File: src/rtl/dual_fetch_buffer.sv
// IF/ID producer for a 2-way core: owns the PC, fetches aligned instruction pairs
// and queues them for decode. Optional FETCH_STATS_EN adds stall/flush counters.
module dual_fetch_buffer #(
  parameter int          DEPTH    = 4,
  parameter logic [63:0] RESET_PC = 64'h0
) (
  input  logic                     clk,
  input  logic                     rst_n,
  output logic [63:0]              imem_addr,
  input  logic [31:0]              imem_instr1,
  input  logic [31:0]              imem_instr2,
  input  logic                     redirect_en,
  input  logic [63:0]              redirect_addr,
  output logic                     out_valid,
  input  logic                     out_ready,
  output logic [63:0]              out_pc,
  output logic [31:0]              out_instr1,
  output logic [31:0]              out_instr2,
  output logic                     out_slot1_vld,
  output logic [$clog2(DEPTH):0]   count
`ifdef FETCH_STATS_EN
  ,
  output logic [31:0]              stat_stall_cnt,
  output logic [31:0]              stat_flush_cnt
`endif
);

  localparam int          PW  = $clog2(DEPTH);
  localparam int          CW  = PW + 1;
  localparam logic [31:0] NOP = 32'h0000_0013;

  // PC is kept word-granular; bits [1:0] of a redirect target are dropped.
  logic [63:2]   r_pc;
  logic [PW-1:0] r_rd_ptr;
  logic [PW-1:0] r_wr_ptr;
  logic [CW-1:0] r_count;

  logic [63:3]   r_pc_mem [DEPTH];
  logic [31:0]   r_i1_mem [DEPTH];
  logic [31:0]   r_i2_mem [DEPTH];
  logic          r_s1_mem [DEPTH];

  logic          w_pop;
  logic          w_push;
  logic          w_empty;
  logic          w_full;
  logic          w_slot1_vld;
  logic          w_unused;

  assign w_unused    = &{1'b0, redirect_addr[1:0]};
  assign w_empty     = (r_count == '0);
  assign w_full      = (r_count == CW'(DEPTH));
  assign w_pop       = !w_empty && out_ready;
  assign w_push      = !redirect_en && (!w_full || w_pop);
  assign w_slot1_vld = ~r_pc[2];

  assign imem_addr = {r_pc[63:3], 3'b000};

  always_ff @(posedge clk) begin
    if (!rst_n) begin
      r_pc     <= RESET_PC[63:2];
      r_rd_ptr <= '0;
      r_wr_ptr <= '0;
      r_count  <= '0;
    end else if (redirect_en) begin
      // Flush wins over any handshake in the same cycle.
      r_pc     <= redirect_addr[63:2];
      r_rd_ptr <= '0;
      r_wr_ptr <= '0;
      r_count  <= '0;
    end else begin
      if (w_push) begin
        r_pc     <= {r_pc[63:3] + 61'd1, 1'b0};
        r_wr_ptr <= r_wr_ptr + 1'b1;
      end
      if (w_pop) begin
        r_rd_ptr <= r_rd_ptr + 1'b1;
      end
      case ({w_push, w_pop})
        2'b10:   r_count <= r_count + 1'b1;
        2'b01:   r_count <= r_count - 1'b1;
        default: r_count <= r_count;
      endcase
    end
  end

  // Per-entry storage; contents need no reset because reads are gated by count.
  generate
    for (genvar gi = 0; gi < DEPTH; gi++) begin : g_entry
      always_ff @(posedge clk) begin
        if (w_push && (r_wr_ptr == PW'(gi))) begin
          r_pc_mem[gi] <= r_pc[63:3];
          r_i1_mem[gi] <= w_slot1_vld ? imem_instr1 : NOP;
          r_i2_mem[gi] <= imem_instr2;
          r_s1_mem[gi] <= w_slot1_vld;
        end
      end
    end
  endgenerate

  always_comb begin
    out_valid     = 1'b0;
    out_pc        = '0;
    out_instr1    = NOP;
    out_instr2    = NOP;
    out_slot1_vld = 1'b0;
    if (!w_empty) begin
      out_valid     = 1'b1;
      out_pc        = {r_pc_mem[r_rd_ptr], 3'b000};
      out_instr1    = r_i1_mem[r_rd_ptr];
      out_instr2    = r_i2_mem[r_rd_ptr];
      out_slot1_vld = r_s1_mem[r_rd_ptr];
    end
  end

  assign count = r_count;

`ifdef FETCH_STATS_EN
  logic [31:0] r_stall_cnt;
  logic [31:0] r_flush_cnt;

  always_ff @(posedge clk) begin
    if (!rst_n) begin
      r_stall_cnt <= '0;
      r_flush_cnt <= '0;
    end else begin
      if (!w_empty && !out_ready && (r_stall_cnt != 32'hFFFF_FFFF)) begin
        r_stall_cnt <= r_stall_cnt + 32'd1;
      end
      if (redirect_en && (r_flush_cnt != 32'hFFFF_FFFF)) begin
        r_flush_cnt <= r_flush_cnt + 32'd1;
      end
    end
  end

  assign stat_stall_cnt = r_stall_cnt;
  assign stat_flush_cnt = r_flush_cnt;
`endif

endmodule

File: config.mk
export PLATFORM = sky130hd
export DESIGN_NAME = dual_fetch_buffer
export DESIGN_NICKNAME = d
export VERILOG_FILES = /design/src/rtl/dual_fetch_buffer.sv
export SDC_FILE = /design/constraint.sdc
export NUM_CORES = 1
export LEC_CHECK = 0
export BUFFER_PORTS_ARGS = -buffer_cell sky130_fd_sc_hd__clkbuf_2
export CORE_ASPECT_RATIO = 1.4
export CORE_MARGIN = 10
export CORE_UTILIZATION = 57
export DETAILED_ROUTE_END_ITERATION = 7
export PLACE_DENSITY = 0.79
export SYNTH_ARGS = -nofsm -noshare
export SYNTH_HDL_FRONTEND = slang
export SYNTH_SLANG_ARGS = --single-unit
File: constraint.sdc
create_clock -name clk -period 6.5 [get_ports clk]
set_clock_uncertainty 0.05 [all_clocks]
set_input_delay 0.65 -clock clk [delete_from_list [all_inputs] [get_ports clk]]
set_output_delay 0.65 -clock clk [all_outputs]
set_load 0.03 [all_outputs]
==> run metrics, run 1 <==
RR Startpoint count[1]; Final Util 0.660; vias per cell 6.00; final WL 54,000 µm; setup tns final 0 ns; final worst-path cycle share 0.609; Slew HR 0.297; drt pass-1 iters 5; GP Congestion between 0.8 and 0.9; number of flops mapped to enable cells by yosys 504; Detail Route Antenna Nets 0; fillers 2,769; DP HPWL 34,700 µm; CTS resizes 0; Die X 192 µm; TritonCTS clock tree yes; Setup Crit Path Kind flip-flop to output port; core area between 40,000 and 50,000 µm²; vias in the first global route about 14,000; average cell area after synthesis 16.9 µm²; clock sink count 575; pwr/cell area 300 nW/µm²; final cell count without fillers 2,235; WL/cell 24.2 µm; met3 routed wirelength 4460 µm; Synth Register Bits 575; Critical Path End out_pc[47]; Tmin final 3.96 ns; status finished, final reports clean; Gate Count Post-Synth 1,402; FF+latch area 16,600 µm²; GR Util All Layers 0.215; Post-CTS Setup Bufs 0; Row Count 88; top sig layer met4; Post-Place Cells approximately 2,100; Die Height between 200 and 300 µm; synth unique cells 45; cts hold-fix bufs 0; grt ovf 0; Worst Path Required 5.80 ns; clk root buf clkbuf_16; Peak supply drop 0.244 mV; largest net degree at the start of global routing 102; layout cells sized above 1 0.333; Reg2Reg Depth 5; Worst Path Arrival 3.26 ns; max_cap viols 0; # setup viols final 0; # IOs roughly 330; routed vias 13,400; port bufs between 300 and 400; Synth area leaders edfxtp_1 64%, mux4_2 12%, dfxtp_1 6.0%, nor2b_1 3.9%, buf_4 2.2%; synthesized area ~24,000 µm²; Tot Pwr 8.14 mW; Layout Nets 1,788; H-tree levels 2; met2 WL 27,700 µm; Synth area leader edfxtp_1; Synth top cells by count 504 x edfxtp_1, 149 x nor2b_1, 126 x mux4_2, 71 x dfxtp_1, 69 x buf_4; top cell type's share of synthesized area 0.640; main flop type after synthesis edfxtp_1; multi-input logic area 6250 µm²; register area share after synthesis 0.700; final routed DRC violation total 0; Synth Warn # 0; antenna violations before repair 1; Max FO, Critical Path 49; Hold Vio Cnt, Final 0; Die ar. roughly 50,000 µm²; static leakage 9.22 nW; ys async rst share 0; Slew Viols, Final 0; worst r2r dst r_pc[57]; FF-to-FF setup slack approximately 3.1 ns; fmax 0.253 GHz; CP startpoint kind flip-flop; Clock transition at path regs 0.06 ns; P&R area growth vs syn 14.7%; clock buffer count from CTS 51; Longest Clk Path Bufs 3; 1st-iter DRT viols 957; critical path endpoint category output port; WL met1 20,600 µm; global-route wire length before repair 83,300 µm; RSZ-0062 raised after global routing false; Hold/Removal Path Class primary input to flip-flop; Worst-Skew Late Latency 0.57 ns; cell with the most instances after synthesis edfxtp_1; Worst-Margin Slew approximately 1.1 ns; initial core utilization 0.575
==> logic make-up (layout without fill, tap and decap cells) <==
group,Yosys count,count (layout),share of synthesized area
adders and majority gates,6,6,0.00349
AOI/OAI and AO/OA,129,129,0.0316
muxes,133,133,0.123
xor gates and xnor gates,36,36,0.0133
DFF,575,575,0.700
other,1,8,0.000159
and+or+nand+nor,363,363,0.0911
buffers and inverters,159,445,0.0369
==> how the worst min path moves through the flow <==
stage / startpoint / end / cells past startpoint
finish: imem_instr2[14] / r_i2_mem[2][14] / 1
global route: imem_instr2[11] / r_i2_mem[3][11] / 1
CTS: imem_instr2[9] / r_i2_mem[1][9] / 1
detailed placement: r_wr_ptr[1] / r_wr_ptr[1] / 2
global placement: r_wr_ptr[1] / r_wr_ptr[1] / 2
floorplan: r_wr_ptr[1] / r_wr_ptr[1] / 2
==> flip-flops by register name, summed over array words and instances, names as in the netlist, named ones only <==
register	cells
r_rd_ptr	2
r_wr_ptr	2
r_pc	62
r_i1_mem	128
r_pc_mem	244
r_s1_mem	4
count	3
r_i2_mem	128
==> placed cells by master (no fill, tap or decap), drive strengths merged, types with 19 or more instances in the layout <==
| cell type | count |
|---|---|
| edfxtp | 504 |
| nor2 | 25 |
| mux4 | 126 |
| clkbuf | 392 |
| o21ai | 53 |
| nor2b | 149 |
| nand2 | 32 |
| nand4 | 21 |
| nor3 | 19 |
| nand3 | 27 |
| xnor2 | 33 |
| a21oi | 35 |
| nor4 | 21 |
| dfxtp | 71 |
==> cell type report <==
type | count | share of cell area
diodes | 2 | 0.000185
clock buffers | 72 | 0.0537
clock inverters | 24 | 0.0125
inverters | 14 | 0.00198
multi-input cells | 673 | 0.230
flip-flops and latches | 575 | 0.611
well taps | 540 | 0.0249
repair buffers | 335 | 0.0655
==> stage by stage <==
step / setup WS [ns] / hold slack [ns] / instance area, µm²
floorplan: 1.47 / 0.415 / 23700
global placement: 2.93 / 0.428 / 25300
detailed placement: 2.81 / 0.451 / 25300
CTS: 2.36 / 0.212 / 27100
global route: 2.20 / 0.227 / 27100
finish: 2.54 / 0.243 / 27100
==> layer usage <==
metal  up-vias  global-route usage
li1       5923                   -
met1      6847               0.269
met2       562               0.370
met3        87              0.0481
met4         0              0.0613
met5         -                   0
==> where the power goes <==
| part | switching [mW] | internal, mW | leakage, nW |
|---|---|---|---|
| Clock | 1.29 | 1.89 | 0.882 |
| Sequential | 0.104 | 4.16 | 5.26 |
| Combinational | 0.455 | 0.242 | 3.07 |
| Total | 1.85 | 6.29 | 9.22 |
==> worst max-delay path, cell delays in order, from the launching register on <==
cell and delay (ns):
dfxtp_4 1.04, buf_4 0.63, mux4_2 0.59, nor2b_1 0.16, clkbuf_2 0.24
No activity file was read; power rests on OpenSTA's default activity.
==> run 2: changes to the inputs <==
--- a/config.mk
+++ b/config.mk
@@ -8,9 +8,9 @@
 export BUFFER_PORTS_ARGS = -buffer_cell sky130_fd_sc_hd__clkbuf_2
 export CORE_ASPECT_RATIO = 1.4
 export CORE_MARGIN = 10
-export CORE_UTILIZATION = 57
+export CORE_UTILIZATION = 52
 export DETAILED_ROUTE_END_ITERATION = 7
-export PLACE_DENSITY = 0.79
+export PLACE_DENSITY = 0.76
 export SYNTH_ARGS = -nofsm -noshare
 export SYNTH_HDL_FRONTEND = slang
 export SYNTH_SLANG_ARGS = --single-unit
==> constraint.sdc (replaced) <==
create_clock -name clk -period 3.3 [get_ports clk]
set_clock_uncertainty 0.05 [all_clocks]
set_input_delay 0.33 -clock clk [delete_from_list [all_inputs] [get_ports clk]]
set_output_delay 0.33 -clock clk [all_outputs]
set_load 0.03 [all_outputs]
==> run 2 against run 1 <==
First-iteration DRC count fell by 4.4%. Global-route usage fell by 1.1 points. Non-clock buffer count rose by 82. Flip-flop and latch count did not move. Critical path depth did not move. Worst setup slack got worse by 2.1 ns. Clock power rose by 93%. Clock-buffer cell count fell by 6. Power rose by 97%. Core utilization fell by 3.8 points. Critical endpoint is now out_pc[51].
==> run metrics, run 2 (same netlist as run 1, synthesis figures left out) <==
P&R area growth vs syn 18.4% (was 14.7%); Final Util 0.622 (was 0.660); Slew HR 0.384 (was 0.297); Largest regs r_pc_mem (244), r_i1_mem (128), r_i2_mem (128) (unchanged); Peak supply drop 0.408 mV (was 0.244 mV); H-tree levels 2 (unchanged); port bufs 320 (unchanged); Worst Path Required 2.92 ns (was 5.80 ns); global-route wire length before repair 86,600 µm (was 83,300 µm); layout cells sized above 1 0.322 (was 0.333); hold slack 0.0234 ns (was 0.243 ns); fillers 3,239 (was 2,769); Place WS 0.445 ns (was 2.81 ns); vias per cell 5.72 (was 6.00); # IOs 329 (unchanged); Layout Nets 1,871 (was 1,788); WL/cell 23.9 µm (was 24.2 µm); CTS resizes 0 (unchanged); clk root buf clkbuf_16 (unchanged); commonest non-fill, non-tap cell in the layout edfxtp_1 (unchanged); Hold/Removal Path Class primary input to flip-flop (unchanged); grt ovf 0 (unchanged); Clock transition at path regs 0.07 ns (was 0.06 ns); RSZ-0062 raised after global routing false (unchanged); slowest stage delay, CP 0.60 ns (was 1.04 ns); static leakage 9.55 nW (was 9.22 nW); max reg flops 244 (unchanged); core area 45,000 µm² (was 41,100 µm²); Post-CTS Setup Bufs 0 (unchanged); Hold Vio Cnt, Final 0 (unchanged); antenna violations before repair 1 (unchanged); vias in the first global route 14,100 (was 14,200); DP HPWL 36,000 µm (was 34,700 µm); clock sink count 575 (unchanged); final routed DRC violation total 0 (unchanged); final worst slack 0.417 ns (was 2.54 ns); pwr/cell area 571 nW/µm² (was 300 nW/µm²); Largest Register r_pc_mem (unchanged); Setup Crit Path Kind flip-flop to output port (unchanged); drt pass-1 iters 5 (unchanged); crit path cell chain buf_4, mux4_2, nor2b_1, clkbuf_2 (unchanged); Worst-Margin Slew 0.923 ns (was 1.05 ns); Die ar. 54,500 µm² (was 50,100 µm²); diode count 0 (was 2); largest net degree at the start of global routing 101 (was 102); fmax 0.347 GHz; routed vias 13,600 (was 13,400); met2 WL 29,500 µm (was 27,700 µm); Longest Clk Path Bufs 3 (unchanged); Tot Pwr 16.0 mW (was 8.14 mW); initial core utilization 0.525 (was 0.575); Slowest-stage cell, CP mux4_2 (was dfxtp_4); final worst-path cycle share 0.874; WL met1 22,100 µm (was 20,600 µm); family with the most delay on the worst path buffers and inverters (was flip-flops); max_cap viols 0 (unchanged); clock buffer count from CTS 52 (was 51); Detail Route Antenna Nets 0 (unchanged); met3 routed wirelength 3950 µm (was 4460 µm); FF+latch area 16,600 µm² (unchanged); status finished, final reports clean (unchanged); 1st-iter DRT viols 915 (was 957); critical path endpoint category output port (unchanged); CP startpoint kind flip-flop (unchanged); Max FO, Critical Path 30 (was 49); Slew Viols, Final 0 (unchanged); Worst Path Arrival 2.50 ns (was 3.26 ns); Row Count 92 (was 88); TritonCTS clock tree yes (unchanged); Crit path buffers/inverters 2 (unchanged); final WL 57,000 µm (was 54,000 µm); Die X 200 µm (was 192 µm); top sig layer met5 (was met4); GP Congestion 0.849 (was 0.841); setup tns final 0 ns (unchanged); most frequent cells in the layout 504 x edfxtp_1, 320 x clkbuf_2, 149 x nor2b_1, 126 x mux4_2, 69 x dfxtp_1 (unchanged); Die Height 272 µm (was 261 µm); # setup viols final 0 (unchanged); multi-input logic area 6250 µm² (unchanged); Worst-Skew Late Latency 0.58 ns (was 0.57 ns); Tmin final 2.88 ns; GR Util All Layers 0.204 (was 0.215)
==> run 2: cell types whose count changed in the layout (fill, tap and decap cells not counted) <==
cell / delta
diode_2: -2
clkinv_8: -1
clkbuf_1: +1
clkbuf_8: -8
inv_6: -1
clkinv_2: -3
clkbuf_16: +1
clkinv_4: +2
clkinv_1: +5
clkinvlp_4: +1
buf_4: +9
buf_12: +7
dlygate4sd3_1: +66
==> run 2: final timing paths <==
check | start | end | slack (ns) | depth (start not counted)
worst max-delay path | flip-flop | out_pc[51] | 0.42 | 4
worst max register to register | count[1] | r_pc[55] | 0.46 | 5
worst min-delay path | redirect_addr[43] | r_pc[43] | 0.02 | 3
worst min register to register | r_wr_ptr[1] | r_wr_ptr[1] | 0.46 | 2
==> run 2: repair_timing <==
| item | in CTS | in global routing |
|---|---|---|
| endpoints found under the setup margin | 0 | 0 |
| hold buffers | 66 | 0 |
| hold endpoints to repair | 162 | 0 |
==> run 2: cell type report <==
cell class,count,share of cell area
Tap cell,611,0.0273
Inverter,14,0.00192
Multi-Input combinational cell,673,0.223
Timing Repair Buffer,417,0.0945
Sequential cell,575,0.592
Clock buffer,66,0.0491
Clock inverter,27,0.0122
==> run 2: report_power, final <==
part | leakage, nW | internal, mW | total (mW) | switching, mW
Combinational | 3.45 | 0.549 | 1.51 | 0.961
Sequential | 5.26 | 8.20 | 8.37 | 0.176
Clock | 0.831 | 3.57 | 6.11 | 2.54
==> run 2: worst min-delay path, cell delays in order <==
cell      delay [ns]
clkbuf_2        0.08
o21ai_0         0.06
a31oi_1         0.12
==> run 2: routing by layer <==
metal / vias to the layer above / global-route usage
met5: - / 0
met4: 2 / 0.0596
met3: 89 / 0.0441
met2: 544 / 0.355
met1: 6904 / 0.251
li1: 6081 / -
==> run 2: stage by stage <==
stage,cells,area (µm²)
final,2383,28000
after global routing,2383,28000
after CTS,2383,28000
after detailed placement,2224,25600
after global placement,2224,25600
after floorplan,1407,23700
==> run 3: changes to the inputs <==
--- a/config.mk
+++ b/config.mk
@@ -8,9 +8,9 @@
 export BUFFER_PORTS_ARGS = -buffer_cell sky130_fd_sc_hd__clkbuf_2
 export CORE_ASPECT_RATIO = 1.4
 export CORE_MARGIN = 10
-export CORE_UTILIZATION = 52
+export CORE_UTILIZATION = 30
 export DETAILED_ROUTE_END_ITERATION = 7
-export PLACE_DENSITY = 0.76
+export REMOVE_ABC_BUFFERS = 1
 export SYNTH_ARGS = -nofsm -noshare
 export SYNTH_HDL_FRONTEND = slang
 export SYNTH_SLANG_ARGS = --single-unit
==> run 3 against run 2 <==
Clock-buffer cell count did not move. Wire length increased by 13%. Non-clock buffer count grew 41. Critical endpoint is now out_instr2[0]. Power up 5.2%. Highest routed layer unchanged. Core utilization decreased by 25 points. Clock power is 13% higher. Largest power group unchanged.
==> run metrics, run 3 (same netlist as run 1, synthesis figures left out) <==
status finished, final reports clean (unchanged); diode count 0 (unchanged); FF-to-FF setup slack 0.57 ns (was 0.46 ns); GP Congestion 0.761 (was 0.849); Clock power frac 0.409 (was 0.382); Clock transition at path regs 0.06 ns (was 0.07 ns); initial core utilization 0.303 (was 0.525); GR Util All Layers 0.139 (was 0.204); internal power 12.8 mW (was 12.3 mW); clock sink count 575 (unchanged); drt pass-1 iters 5 (unchanged); Tmin final 2.97 ns (was 2.88 ns); Die ar. 90,600 µm² (was 54,500 µm²); Seq pwr share 0.497 (was 0.524); Slew Viols, Final 0 (unchanged); Longest Clk Path Bufs 3 (unchanged); Worst-Skew Late Latency 0.62 ns (was 0.58 ns); # IOs 329 (unchanged); max reg flops 244 (unchanged); global-route wire length before repair 95,800 µm (was 86,600 µm); clk root buf clkbuf_16 (unchanged); pwr/cell area 577 nW/µm² (was 571 nW/µm²); Largest Register r_pc_mem (unchanged); antenna violations before repair 3 (was 1); GR Layer Usage met2 0.234 (was 0.355); Row Count 121 (was 92); Reg2Reg Depth 6 (was 5); sw frac 0.238 (was 0.230); CTS resizes 0 (unchanged); Logic pwr share 0.094 (about the same); Worst Path Arrival 2.59 ns (was 2.50 ns); static leakage 9.86 nW (was 9.55 nW); vias per cell 4.82 (was 5.72); final worst slack 0.331 ns (was 0.417 ns); Hold/Removal Path Class primary input to flip-flop (unchanged); Die Height 352 µm (was 272 µm); H-tree levels 2 (unchanged); routed vias 13,800 (was 13,600); NetSw 4.01 mW (was 3.68 mW); Largest regs r_pc_mem (244), r_i1_mem (128), r_i2_mem (128) (unchanged); final WL 64,500 µm (was 57,000 µm); commonest non-fill, non-tap cell in the layout edfxtp_1 (unchanged); Layout Nets 1,917 (was 1,871); RSZ-0062 raised after global routing false (unchanged); # setup viols final 0 (unchanged); max_cap viols 0 (unchanged); Max FO, Critical Path 43 (was 30); P&R area growth vs syn 23.5% (was 18.4%); Hold Vio Cnt, Final 0 (unchanged); grt ovf 0 (unchanged); 1st-iter DRT viols 889 (was 915); GR met1 Demand/Resource 0.172 (was 0.251); critical path endpoint category output port (unchanged); TritonCTS clock tree yes (unchanged); final worst-path cycle share 0.900 (was 0.874); CP startpoint kind flip-flop (unchanged); Tot Pwr 16.8 mW (was 16.0 mW); layout cells sized above 1 0.332 (was 0.322); clock buffer count from CTS 57 (was 52); global route hottest layer met2 (unchanged); final routed DRC violation total 0 (unchanged); most frequent cells in the layout 504 x edfxtp_1, 320 x clkbuf_2, 149 x nor2b_1, 126 x mux4_2, 94 x dlygate4sd3_1 (was 504 x edfxtp_1, 320 x clkbuf_2, 149 x nor2b_1, 126 x mux4_2, 69 x dfxtp_1); Place WS 0.530 ns (was 0.445 ns); GR Util met3 0.0338 (was 0.0441); Worst Path Required 2.92 ns (about the same); Hold Crit Depth 3 (unchanged); WL/cell 22.5 µm (was 23.9 µm); Die X 257 µm (was 200 µm); Setup Crit Path Kind flip-flop to output port (unchanged); Worst-Margin Slew 1.01 ns (was 0.923 ns); Peak supply drop 0.465 mV (was 0.408 mV); largest net degree at the start of global routing 72 (was 101); vias in the first global route 14,700 (was 14,100); port bufs 320 (unchanged); core area 78,000 µm² (was 45,000 µm²); fmax 0.337 GHz (was 0.347 GHz); Slew HR 0.327 (was 0.384); DP HPWL 41,200 µm (was 36,000 µm); Detail Route Antenna Nets 0 (unchanged)
-- run 3: critical path, cell delays in order (launching register included) --
cell and delay, ns:
dfxtp_4 0.53, buf_12 0.35, mux4_2 0.56, or2_2 0.28, clkbuf_2 0.19
-- run 3: path summary, 6_finish.rpt --
kind                                         from             to
worst max-delay path                    flip-flop  out_instr2[0]
worst min-delay path            redirect_addr[48]       r_pc[48]
worst max register to register           r_pc[11]       r_pc[39]
worst min register to register        r_wr_ptr[1]    r_wr_ptr[1]
-- run 3: cell type report --
cell class	count	area (µm²)
Fill cell	7253	48800
Inverter	14	55.1
Tap cell	1045	1310
Clock inverter	40	463
Multi-Input combinational cell	673	6260
Clock buffer	66	1530
Sequential cell	575	16600
Timing Repair Buffer	458	3010
-- run 3: layer usage --
metal  share of wire  routed length [µm]
met5         0.00042                  27
met4           0.027                1770
met1            0.42               26800
met2            0.49               31600
met3           0.066                4290
-- run 3: per-stage QoR --
| step | TNS, ns | utilization | hold WS (ns) | cell area, µm² | std cells |
|---|---|---|---|---|---|
| finish | 0 | 0.374 | 0.0482 | 29200 | 2871 |
| global route | 0 | 0.374 | 0.0302 | 29200 | 2871 |
| CTS | 0 | 0.374 | 0.00119 | 29200 | 2871 |
| detailed placement | 0 | 0.337 | 0.445 | 26300 | 2671 |
| global placement | 0 | 0.337 | 0.425 | 26300 | 2671 |
| floorplan | -1778.29 | - | 0.379 | 22800 | 1262 |
-- run 3: what timing repair did --
action	4_1_cts	5_1_grt
hold endpoints to repair	199	0
hold buffers	94	0
setup buffers	0	0
-- run 3: power groups by stage --
stage | Sequential [mW] | Clock, mW | Combinational, mW
2_1_floorplan | 8.62 | 0 | 0.804
3_3_place_gp | 8.49 | 0 | 1.50
3_5_place_dp | 8.52 | 0 | 1.52
4_1_cts | 8.36 | 7.08 | 1.62
5_1_grt | 8.39 | 7.32 | 1.70
6_report | 8.36 | 6.89 | 1.58
